File: src/rtl/fetch_pc_if.sv
// Fetch PC controller bus: predictor inputs, EX resolution, stall in; PC, redirect and perf counters out.
// Zero-latency wiring only; stall is the sole backpressure, and the master drives it.
interface fetch_pc_if #(
  parameter int XLEN = 32
);
  logic            IF_stall;
  logic            branch_estimation;
  logic [XLEN-1:0] branch_target;
  logic            EX_branch;
  logic            EX_branch_taken;
  logic [XLEN-1:0] EX_branch_target;
  logic            EX_jump;
  logic [XLEN-1:0] EX_jump_target;
  logic [XLEN-1:0] pc;
  logic [XLEN-1:0] next_pc;
  logic            flush;
  logic            mispredict;
  logic [31:0]     branch_count;
  logic [31:0]     mispredict_count;

  modport master (
    output IF_stall, branch_estimation, branch_target,
           EX_branch, EX_branch_taken, EX_branch_target,
           EX_jump, EX_jump_target,
    input  pc, next_pc, flush, mispredict, branch_count, mispredict_count
  );

  modport slave (
    input  IF_stall, branch_estimation, branch_target,
           EX_branch, EX_branch_taken, EX_branch_target,
           EX_jump, EX_jump_target,
    output pc, next_pc, flush, mispredict, branch_count, mispredict_count
  );
endinterface

File: src/rtl/fetch_pc_controller.sv
// Owns the fetch PC, shadows each prediction through ID/EX and redirects on mispredict/jump (2-cycle penalty).
// Stall holds PC and the ID slot and bubbles EX; a redirect overrides the stall.
module fetch_pc_controller #(
  parameter int              XLEN         = 32,
  parameter logic [XLEN-1:0] RESET_VECTOR = '0
) (
  input  logic     clk,
  input  logic     reset,
  fetch_pc_if.slave bus
);

  typedef struct packed {
    logic            valid;
    logic            pred_taken;
    logic [XLEN-1:0] pred_target;
    logic [XLEN-1:0] fallthrough;
  } slot_t;

  slot_t           s_id_q, s_id_d;
  slot_t           s_ex_q, s_ex_d;
  slot_t           if_fill;
  logic [XLEN-1:0] pc_q, pc_d;
  logic [XLEN-1:0] pc_plus4;
  logic [XLEN-1:0] redirect_target;
  logic [31:0]     branch_count_q, branch_count_d;
  logic [31:0]     mispredict_count_q, mispredict_count_d;
  logic            br_vld;
  logic            jmp_vld;
  logic            dir_wrong;
  logic            tgt_wrong;
  logic            br_mis;
  logic            redirect;

  always_comb begin
    pc_plus4 = pc_q + XLEN'(4);

    if_fill.valid       = 1'b1;
    if_fill.pred_taken  = bus.branch_estimation;
    if_fill.pred_target = bus.branch_target;
    if_fill.fallthrough = pc_plus4;

    // An invalid EX slot (bubble or flushed) makes every EX_* input a don't-care.
    br_vld    = s_ex_q.valid & bus.EX_branch;
    jmp_vld   = s_ex_q.valid & bus.EX_jump;
    dir_wrong = s_ex_q.pred_taken != bus.EX_branch_taken;
    tgt_wrong = s_ex_q.pred_taken & bus.EX_branch_taken &
                (s_ex_q.pred_target != bus.EX_branch_target);
    br_mis    = br_vld & (dir_wrong | tgt_wrong);
    redirect  = jmp_vld | br_mis;

    if (jmp_vld) begin
      redirect_target = bus.EX_jump_target;
    end else if (bus.EX_branch_taken) begin
      redirect_target = bus.EX_branch_target;
    end else begin
      redirect_target = s_ex_q.fallthrough;
    end

    if (redirect) begin
      pc_d = redirect_target;
    end else if (bus.IF_stall) begin
      pc_d = pc_q;
    end else if (bus.branch_estimation) begin
      pc_d = bus.branch_target;
    end else begin
      pc_d = pc_plus4;
    end

    if (redirect) begin
      s_id_d = '0;
      s_ex_d = '0;
    end else if (bus.IF_stall) begin
      s_id_d = s_id_q;
      s_ex_d = '0;
    end else begin
      s_id_d = if_fill;
      s_ex_d = s_id_q;
    end

    // A simultaneous branch+jump still counts the branch even though the jump steers.
    branch_count_d     = branch_count_q + (br_vld ? 32'd1 : 32'd0);
    mispredict_count_d = mispredict_count_q + (br_mis ? 32'd1 : 32'd0);
  end

  always_ff @(posedge clk) begin
    if (reset) begin
      pc_q               <= RESET_VECTOR;
      s_id_q             <= '0;
      s_ex_q             <= '0;
      branch_count_q     <= '0;
      mispredict_count_q <= '0;
    end else begin
      pc_q               <= pc_d;
      s_id_q             <= s_id_d;
      s_ex_q             <= s_ex_d;
      branch_count_q     <= branch_count_d;
      mispredict_count_q <= mispredict_count_d;
    end
  end

  assign bus.pc               = pc_q;
  assign bus.next_pc          = pc_d;
  assign bus.flush            = redirect;
  assign bus.mispredict       = br_mis;
  assign bus.branch_count     = branch_count_q;
  assign bus.mispredict_count = mispredict_count_q;

endmodule

File: src/flat_wrapper.sv
// flat-port wrapper written by rule: the top's interface ports become plain ports
module fetch_pc_controller_flat 
#(
  parameter int              XLEN         = 32,
  parameter logic [XLEN-1:0] RESET_VECTOR = '0
)
  (clk, reset, bus_IF_stall, bus_branch_estimation, bus_branch_target, bus_EX_branch, bus_EX_branch_taken, bus_EX_branch_target, bus_EX_jump, bus_EX_jump_target, bus_pc, bus_next_pc, bus_flush, bus_mispredict, bus_branch_count, bus_mispredict_count);
  fetch_pc_if #(.XLEN(XLEN)) bus_i ();
  input  logic clk;
  input  logic reset;
  input wire logic [$bits(bus_i.IF_stall)-1:0] bus_IF_stall;
  input wire logic [$bits(bus_i.branch_estimation)-1:0] bus_branch_estimation;
  input wire logic [$bits(bus_i.branch_target)-1:0] bus_branch_target;
  input wire logic [$bits(bus_i.EX_branch)-1:0] bus_EX_branch;
  input wire logic [$bits(bus_i.EX_branch_taken)-1:0] bus_EX_branch_taken;
  input wire logic [$bits(bus_i.EX_branch_target)-1:0] bus_EX_branch_target;
  input wire logic [$bits(bus_i.EX_jump)-1:0] bus_EX_jump;
  input wire logic [$bits(bus_i.EX_jump_target)-1:0] bus_EX_jump_target;
  output wire logic [$bits(bus_i.pc)-1:0] bus_pc;
  output wire logic [$bits(bus_i.next_pc)-1:0] bus_next_pc;
  output wire logic [$bits(bus_i.flush)-1:0] bus_flush;
  output wire logic [$bits(bus_i.mispredict)-1:0] bus_mispredict;
  output wire logic [$bits(bus_i.branch_count)-1:0] bus_branch_count;
  output wire logic [$bits(bus_i.mispredict_count)-1:0] bus_mispredict_count;
  assign bus_i.IF_stall = bus_IF_stall;
  assign bus_i.branch_estimation = bus_branch_estimation;
  assign bus_i.branch_target = bus_branch_target;
  assign bus_i.EX_branch = bus_EX_branch;
  assign bus_i.EX_branch_taken = bus_EX_branch_taken;
  assign bus_i.EX_branch_target = bus_EX_branch_target;
  assign bus_i.EX_jump = bus_EX_jump;
  assign bus_i.EX_jump_target = bus_EX_jump_target;
  assign bus_pc = bus_i.pc;
  assign bus_next_pc = bus_i.next_pc;
  assign bus_flush = bus_i.flush;
  assign bus_mispredict = bus_i.mispredict;
  assign bus_branch_count = bus_i.branch_count;
  assign bus_mispredict_count = bus_i.mispredict_count;
  fetch_pc_controller #(.XLEN(XLEN), .RESET_VECTOR(RESET_VECTOR)) u_core (.clk(clk), .reset(reset), .bus(bus_i));
endmodule
File: config.mk
export PLATFORM = sky130hd
export DESIGN_NAME = fetch_pc_controller_flat
export DESIGN_NICKNAME = d
export VERILOG_FILES = /design/src/rtl/fetch_pc_if.sv /design/src/rtl/fetch_pc_controller.sv /design/src/flat_wrapper.sv
export SDC_FILE = /design/constraint.sdc
export NUM_CORES = 1
export LEC_CHECK = 0
export ABC_AREA = 1
export CORE_MARGIN = 2
export CORE_UTILIZATION = 47
export CTS_BUF_LIST = sky130_fd_sc_hd__clkbuf_8 sky130_fd_sc_hd__clkbuf_16
export DETAILED_ROUTE_END_ITERATION = 12
export GPL_ROUTABILITY_DRIVEN = 0
export PLACE_DENSITY = 0.83
export SETUP_SLACK_MARGIN = 0.1
export SLEW_MARGIN = 25
export SYNTH_ARGS = -nofsm -noshare
export SYNTH_HDL_FRONTEND = slang
export SYNTH_SLANG_ARGS = --single-unit
File: constraint.sdc
create_clock -name clk -period 2.4 [get_ports clk]
set_input_delay 0.24 -clock clk [delete_from_list [all_inputs] [get_ports clk]]
set_output_delay 0.24 -clock clk [all_outputs]
set_load 0.05 [all_outputs]
**Word level (Yosys, flattened, before mapping)**

Index checks and enable logic that the tools add are counted.

- Bits in registers: 228
- Bits of input ports: 103
- Logic and storage cells: 32

- Add/subtract/negate cells: 3
- Equality and inequality tests: 2
- Mux-type cells: 7
- Bitwise logic cells: 7
- Reduce and logical (&&, ||, !) cells: 2

Operators with widths:

| operator | number |
|---|---|
| 32-bit two-way mux | 5 |
| 32-bit adder | 2 |
| 32-bit by 3-bit adder with 32-bit output (second input constant) | 1 |
| 32-bit inequality test | 1 |
| 1-bit AND | 5 |
| 3-bit OR reduction | 1 |
| 1-bit two-way mux | 2 |
| 1-bit OR | 2 |
| 2-bit OR reduction | 1 |
| 1-bit inequality test | 1 |

**Depth between registers and ports, before layout**

Gate-level depths: netlist (run 1).

- Depth in word-level cells: 6
- Mapped depth: 27
- Mapped depth without buffers: 26

**Least setup slack after synthesis (run 1)**

No wires, ideal clock.

- Kind: register -> register
- Start: register u_core.s_ex_q[50] in the netlist's numbering
- End: register u_core.mispredict_count_q[28], in the netlist u_core.bus.mispredict_count[28]
- Library setup time: 0.114 ns
- Arrival time: 2.896 ns
- Data required time: 2.286 ns
- Path slack: -0.610 ns
- Cell stages (with the launch flop): 27
- Path buffers: 1
- Path through: dfxtp_1 inv_1 nand2_1 nand2_1 nand2_1 nor2_1 nand2_1 nor2_1 nand2_1 nand2_1 nand2_1 nand2_4 buf_2 inv_1 ha_1 ha_1 nand3_1 nor2_1 nand2_1 nor2_1 nand2_1 nor3_2 nand3b_1 nor2_1 nand2_1 nand2_1 nor2_1

- Word-level cells in the longest chain between the ends: 6

RTL lines:

| element | RTL line | text |
|---|---|---|
| start: declaration | fetch_pc_controller.sv:20 | `slot_t s_ex_q, s_ex_d;` |
| start signal: assignment | fetch_pc_controller.sv:89 | `s_ex_q <= '0;` |
| start signal: assignment | fetch_pc_controller.sv:95 | `s_ex_q <= s_ex_d;` |
| 32-bit inequality test | fetch_pc_controller.sv:47 | `(s_ex_q.pred_target != bus.EX_branch_target);` |
| 1-bit AND | fetch_pc_controller.sv:46 | `tgt_wrong = s_ex_q.pred_taken & bus.EX_branch_taken &` |
| 1-bit OR | fetch_pc_controller.sv:48 | `br_mis = br_vld & (dir_wrong \| tgt_wrong);` |
| 1-bit AND | fetch_pc_controller.sv:48 |  |
| net bus_mispredict | flat_wrapper.sv:22 | `output wire logic [$bits(bus_i.mispredict)-1:0] bus_mispredict;` |
| 1-bit two-way mux | fetch_pc_controller.sv:82 | `mispredict_count_d = mispredict_count_q + (br_mis ? 32'd1 : 32'd0);` |
| 32-bit adder | fetch_pc_controller.sv:82 |  |
| end signal: assignment | fetch_pc_controller.sv:97 | `mispredict_count_q <= mispredict_count_d;` |
| end: declaration | fetch_pc_controller.sv:26 | `logic [31:0] mispredict_count_q, mispredict_count_d;` |

The timed path passes the listed nets, and every way through them passes these cells.
A chain may end at the register's enable or synchronous reset.

**Worst setup path in the final report (run 1)**

- Start: register u_core.s_ex_q[63] in the netlist's numbering
- End: output bus_next_pc[13]

- Word-level cells in the longest chain between the ends: 6

RTL lines:

| element | RTL line | text |
|---|---|---|
| 32-bit inequality test | fetch_pc_controller.sv:47 |  |
| 1-bit AND | fetch_pc_controller.sv:46 |  |
| 1-bit OR | fetch_pc_controller.sv:48 |  |
| 1-bit AND | fetch_pc_controller.sv:48 |  |
| 1-bit OR | fetch_pc_controller.sv:49 | `redirect = jmp_vld \| br_mis;` |
| 32-bit two-way mux | fetch_pc_controller.sv:59 | `if (redirect) begin` |
| end: declaration | flat_wrapper.sv:20 | `output wire logic [$bits(bus_i.next_pc)-1:0] bus_next_pc;` |

Every way passes these cells.

==> summary.txt, run 1 <==
Floorplan
  – Row cnt: 56
  – Placeable core area: 0.0235 mm^2
  – I/O pins: 233
  – Die ar.: 0.0252 mm^2
  – Die height: 159 um
  – Initial core utilization: 0.479
  – Die W: 159 um

Clock network
  – Root buf cell: clkbuf_16
  – TritonCTS clock tree: yes
  – Max Root-Sink Buffers: 3
  – Worst-Skew Late Latency: 0.52 ns
  – CTS Sinks: 228
  – Num CTS Buffers: 25
  – Max H-tree Level: 1
  – # hold bufs at CTS: 0
  – Clock Pin Slew Worst Setup and Hold Paths: 0.06 ns

STA
  – Final worst slack: -0.502 ns
  – Final hold violations: 0
  – Slew Limit Fails: 0
  – Post-route minimum period: 2.90 ns
  – RSZ-0062 raised after global routing: true
  – Measured slew at the worst slew-check pin: 0.934 ns
  – Final period util: 1.21
  – Final clock skew: 0.0157 ns
  – Max-slew headroom: 0.377
  – Setup TNS: -21.89 ns
  – Fmax: 345 MHz
  – Number of setup violations in the final report: 58

Synth
  – Synth Instances: 1,679
  – Avg Inst Size Synth: 6.70 um^2
  – Syn Nets: 1,788
  – Synth async-reset ratio: 0
  – Ys Warns: 0
  – Netlist cell types: 43
  – Top_reg_cell synth: dfxtp_1
  – Yosys top cell area share: 0.406
  – #FFs+latches synth: 228
  – Largest cells by area after synthesis: dfxtp_1, nand2_1, nor2_1
  – Sequential-to-total area share from yosys stat: 0.406
  – EDFF count, synth: 0
  – Post-Syn Area: 0.0112 mm^2
  – Cell taking the most area after synthesis: dfxtp_1

Run status
  – Status: complete, but fails checks
  – Violated checks: setup timing

Route
  – DRT iter0 DRCs: 981
  – Antenna-violating nets left: 0
  – WL final: 40,100 um
  – Drt first pass iters: 6
  – Routed via count: 12.2k
  – DRC: 0
  – Routed wire length per instance: 17.3 um
  – Avg Vias per Cell: 5.26

Cells and area
  – Final Non-Filler Cells: 2,319
  – Synthesis-to-layout area growth: 50.2%
  – Layout net count: 2,089
  – Share of layout cells above drive strength 1: 0.241
  – Commonest non-fill, non-tap cell in the layout: nand2_1
  – Most frequent cells in the layout: nand2_1, nor2_1, dfxtp_1, clkdlybuf4s50_1, inv_1
  – Post-layout util: 0.720

Power and ir drop
  – Total power: 0.0102 W
  – Pwr dens: 605 mW/mm^2
  – Pleak: 7.29 nW
  – Worst ir drop on vdd: 0.490 mV

Placement
  – Cells after DPL: 2,237
  – I/O Buffers: 232
  – Worst slack, placed: -0.770 ns
  – DP HPWL: 24,900 um

Critical path
  – Critical Path Source Type: register
  – WS Path Type: register to primary output
  – Maximum fanout along the worst path: 9
  – Critical Path RT: 2.16 ns
  – Reg2Reg Launch Point: u_core.s_ex_q[63]$_SDFF_PP0_
  – Worst Setup End Kind: primary output
  – Setup crit start: u_core.s_ex_q[63]$_SDFF_PP0_
  – CP Data Arrival Time: 2.66 ns

GRT
  – GRT Max-Usage Layer: met2
  – Initial antenna violation count: 3
  – Largest net degree at the start of global routing: 66
  – Met3 usage: 0.0626
  – Congestion Overflow GR: 0
  – Global-route wire length before repair: 57,300 um
  – Total GRT Usage: 0.286
  – Met2 usage: 0.500
  – Met1 GRT Util: 0.334
  – Number of global-route vias before repair: 11.8k

Hold path
  – Hold Path Class: input pin to register
  – Worst Min Path Start: bus_IF_stall

Job
  – Max Cap Viol: 0
-- final timing paths --
check,end,slack (ns),cells after the start
worst max-delay path,bus_next_pc[13],-0.50,15
worst min-delay path,u_core.s_id_q[3]$_SDFFE_PP0N_,0.24,5
worst max register to register,u_core.bus.mispredict_count[20]$_SDFF_PP0_,-0.47,23
worst min register to register,u_core.s_ex_q[38]$_SDFF_PP0_,0.43,2
-- cells in the mapped netlist (all sizes together), types with 2 or more instances --
| master | count |
|---|---|
| nand2 | 447 |
| nor2 | 285 |
| dfxtp | 228 |
| inv | 215 |
| o21ai | 150 |
| nand3 | 93 |
| a21oi | 43 |
| clkbuf | 42 |
| buf | 32 |
| nor3 | 30 |
| xnor2 | 28 |
| mux2i | 26 |
| xor2 | 18 |
| nand4 | 11 |
| ha | 6 |
| nor3b | 5 |
| o21a | 3 |
| or2 | 3 |
| and2 | 2 |
| nand3b | 2 |
| nor4 | 2 |
-- layer usage --
layer  vias to the layer above  share of wire
met4                         0          0.047
met5                         -              0
met3                       134          0.088
li1                       5830              -
met2                       565           0.48
met1                      5672           0.38
-- worst max-delay path: stages (launching register included) --
cell     delay, ns
dfxtp_2       0.33
xnor2_2       0.20
nand2_1       0.09
nor2_1        0.20
nand2_2       0.10
nor2_4        0.14
nand2_2       0.07
nand2_2       0.05
nand2_2       0.06
nand2_4       0.07
buf_12        0.12
buf_4         0.20
nand3_1       0.18
nand2_4       0.12
inv_4         0.04
buf_12        0.13
-- what timing repair did --
action	4_1_cts	5_1_grt
cloned	2	2
buffers inserted	25	17
endpoints found under the setup margin	202	163
resized for setup	166	219
pin swaps	35	64
-- sequential cells by signal, summed over array words and instances (netlist names) --
register / flops
u_core.s_ex_q: 66
u_core.s_id_q: 66
u_core.bus.branch_count: 32
u_core.bus.mispredict_count: 32
u_core.bus.pc: 32
-- per-stage QoR --
step                      hold slack, ns  area [um^2]
after floorplan                    0.407        11300
after global placement             0.412        14400
after detailed placement           0.418        14400
after CTS                          0.220        16000
after global routing               0.258        16900
final                              0.236        16900
-- layout make-up --
type	count	area, um^2
Fill cell	1662	6580
Timing Repair Buffer	348	3670
Inverter	215	842
Antenna cell	3	7.51
Multi-Input combinational cell	1162	6540
Clock inverter	13	129
Clock buffer	31	708
Tap cell	319	399
Sequential cell	228	4600
-- logic make-up after synthesis --
logic type      synth area share
compound gates            0.0921
xor+xnor                  0.0358
fa+ha+maj                0.00668
buf+inv                    0.104
flops                      0.406
mux                       0.0231
simple gates               0.332
-- power by group --
group	total (W)	leakage (nW)	internal [W]	switching, W
clock	0.00394	0.445	0.00238	0.00155
combinational	0.00222	4.97	0.000902	0.00132
sequential	0.00406	1.87	0.00395	0.000112
No activity file was read; power rests on OpenSTA's default activity.
==> run 2, diff against run 1 <==
CORE_MARGIN = 8   (was 2)
==> run 2 against run 1 <==
Against the previous run:
- worst setup slack worse by 0.094 ns
- register-to-register slack about the same
- first-iteration DRC count up 31%
- critical path depth up 1
- largest power group is now the clock network
- global-route usage down 2.4 points
- final cell count up 1.0%
- flip-flop and latch count unchanged
- the run still ends with setup timing left
- worst hold slack better by 0.0046 ns
- clock-buffer cell count up 1
- total power up 4.3%
- combinational power up 9.9%
==> summary.txt, run 2 (synthesis results as in run 1) <==
STA
  – Final hold violations: 0
  – Number of setup violations in the final report: 142
  – Final clock skew: 0.0255 ns
  – Measured slew at the worst slew-check pin: 1.01 ns
  – Max-slew headroom: 0.326
  – Slew Limit Fails: 0
  – Post-route minimum period: 3.00 ns
  – Final period util: 1.25
  – Hold WS: 0.240 ns
  – RSZ-0062 raised after global routing: true
  – Final worst slack: -0.597 ns
  – Fmax: 334 MHz

Cells and area
  – Largest registers: u_core.s_ex_q (66), u_core.s_id_q (66)
  – Share of layout cells above drive strength 1: 0.274
  – Most frequent cells in the layout: nand2_1, dfxtp_1, clkdlybuf4s50_1, inv_1, nor2_1
  – Layout net count: 2,112
  – Cell area after layout: 0.0176 mm^2
  – Commonest non-fill, non-tap cell in the layout: nand2_1
  – Fillers: 1,540
  – Synthesis-to-layout area growth: 56.1%
  – Post-layout util: 0.748

Route
  – Routed wire length per instance: 19.2 um
  – WL final: 45,100 um
  – Max layer used: met4
  – Avg Vias per Cell: 5.46
  – Drt first pass iters: 6
  – DRC: 0
  – Met2 wire len: 21,500 um
  – Antenna-violating nets left: 0
  – Met3 WL: 4650 um
  – DRT met1 WL: 16,300 um
  – DRT iter0 DRCs: 1,288
  – Routed via count: 12.8k

Hold path
  – WHS Path Cells: 4
  – WHS Endpoint: u_core.s_id_q[3]$_SDFFE_PP0N_
  – Hold Path Class: input pin to register
  – Worst Min Path Start: bus_IF_stall

Placement
  – DP HPWL: 25,900 um
  – DP Area: 0.0144 mm^2
  – Worst slack, placed: -0.829 ns
  – I/O Buffers: 232

Floorplan
  – Die ar.: 0.0291 mm^2
  – Die height: 171 um
  – Initial core utilization: 0.479
  – Die W: 171 um
  – I/O pins: 233
  – Placeable core area: 0.0235 mm^2
  – Row cnt: 56

Clock network
  – Max Root-Sink Buffers: 3
  – TritonCTS clock tree: yes
  – Root buf cell: clkbuf_16
  – Num CTS Buffers: 26
  – CTS Sinks: 228
  – Clock Pin Slew Worst Setup and Hold Paths: 0.06 ns
  – Worst-Skew Late Latency: 0.54 ns
  – Max H-tree Level: 1

GRT
  – Largest net degree at the start of global routing: 112
  – Global-route wire length before repair: 61,900 um
  – Congestion Overflow GR: 0
  – Number of global-route vias before repair: 12.1k
  – Initial antenna violation count: 2
  – Total GRT Usage: 0.262

Critical path
  – WS Path Type: register to primary output
  – Maximum fanout along the worst path: 8
  – Critical R2R Capture: u_core.bus.mispredict_count[14]$_SDFF_PP0_
  – CP Data Arrival Time: 2.76 ns
  – R2R depth: 23
  – Worst Setup End Kind: primary output
  – Critical Path RT: 2.16 ns
  – Reg2reg setup slack: -0.46 ns
  – Reg2Reg Launch Point: u_core.s_ex_q[45]$_SDFF_PP0_
  – Critical Path Source Type: register

Power and ir drop
  – Clock power share: 0.390
  – Worst ir drop on vdd: 0.454 mV
  – Int Pwr: 0.00743 W
  – Comb power frac: 0.229
  – Net Sw Frac: 0.303
  – Reg power frac: 0.381
  – Pwr dens: 607 mW/mm^2
  – Sw Pwr: 0.00323 W
  – Pleak: 7.42 nW

Job
  – Max Cap Viol: 0

Run status
  – Violated checks: setup timing
  – Status: complete, but fails checks
==> run 2: cell count changes in the layout (fill, tap and decap cells not counted), sizes merged <==
| cell | delta |
|---|---|
| clkinv | +6 |
| diode | -1 |
| clkinvlp | +1 |
| buf | +17 |
| inv | -5 |
| clkbuf | +6 |
==> run 2: stage by stage <==
stage	TNS (ns)	cells	total power, W
floorplan	-3.29	1679	0.00521
global placement	-77.43	2237	0.00594
detailed placement	-86.05	2237	0.00597
CTS	-12.89	2335	0.0104
global route	-48.72	2343	0.0110
finish	-30.62	2343	0.0107
==> run 2: worst max-delay path, cell delays in order (launching register included) <==
cell and delay, ns:
dfxtp_1 0.31, xnor2_1 0.20, nand2_1 0.11, nor2_2 0.16, nand2_1 0.09, nor2_2 0.20, nand2_1 0.08, nand2_1 0.09
nand2_2 0.09, nand2_4 0.09, buf_12 0.14, nand2_8 0.11, buf_8 0.18, nand2_1 0.08, nand2_2 0.08, inv_2 0.06
buf_8 0.14
==> run 2: cell type report <==
| class | count | area [um^2] | share of cell area |
|---|---|---|---|
| Clock buffer | 32 | 733 | 0.0418 |
| Inverter | 215 | 832 | 0.0474 |
| Tap cell | 319 | 399 | 0.0227 |
| Clock inverter | 15 | 169 | 0.00962 |
| Sequential cell | 228 | 4600 | 0.262 |
| Multi-Input combinational cell | 1162 | 6810 | 0.388 |
| Antenna cell | 2 | 5.00 | 0.000285 |
| Timing Repair Buffer | 370 | 4020 | 0.229 |
==> run 2: how the worst max path moves through the flow <==
stage	start	to	slack, ns	depth (start not counted)
final	u_core.s_ex_q[45]$_SDFF_PP0_	bus_next_pc[11]	-0.60	16
after global placement	bus_EX_branch_target[25]	u_core.bus.mispredict_count[30]$_SDFF_PP0_	-0.75	25
after floorplan	u_core.s_ex_q[37]$_SDFF_PP0_	u_core.bus.mispredict_count[28]$_SDFF_PP0_	-0.41	26
after CTS	u_core.s_ex_q[47]$_SDFF_PP0_	bus_next_pc[17]	-0.35	16
after detailed placement	bus_EX_branch_target[25]	u_core.bus.mispredict_count[26]$_SDFF_PP0_	-0.83	24
after global routing	u_core.s_ex_q[45]$_SDFF_PP0_	bus_next_pc[14]	-0.72	15
==> run 2: power groups by stage <==
stage	logic (W)	clock network, W	registers, W
CTS	0.00220	0.00418	0.00404
finish	0.00244	0.00416	0.00406
floorplan	0.000948	0	0.00426
global placement	0.00182	0	0.00412
detailed placement	0.00185	0	0.00412
global route	0.00258	0.00435	0.00407
==> run 2: layer usage <==
layer | global-route usage | vias up
met4 | 0.125 | 0
met1 | 0.307 | 5941
met3 | 0.0546 | 213
li1 | - | 5866
met5 | 0 | -
met2 | 0.453 | 777
==> run 2: what timing repair did <==
item / in CTS / in global routing
gates resized for setup: 277 / 227
hold buffers: 0 / 0
cloned: 1 / 10
hold endpoints to repair: 0 / 0
pin swaps: 46 / 90
endpoints found under the setup margin: 100 / 183
buffers inserted: 66 / 25
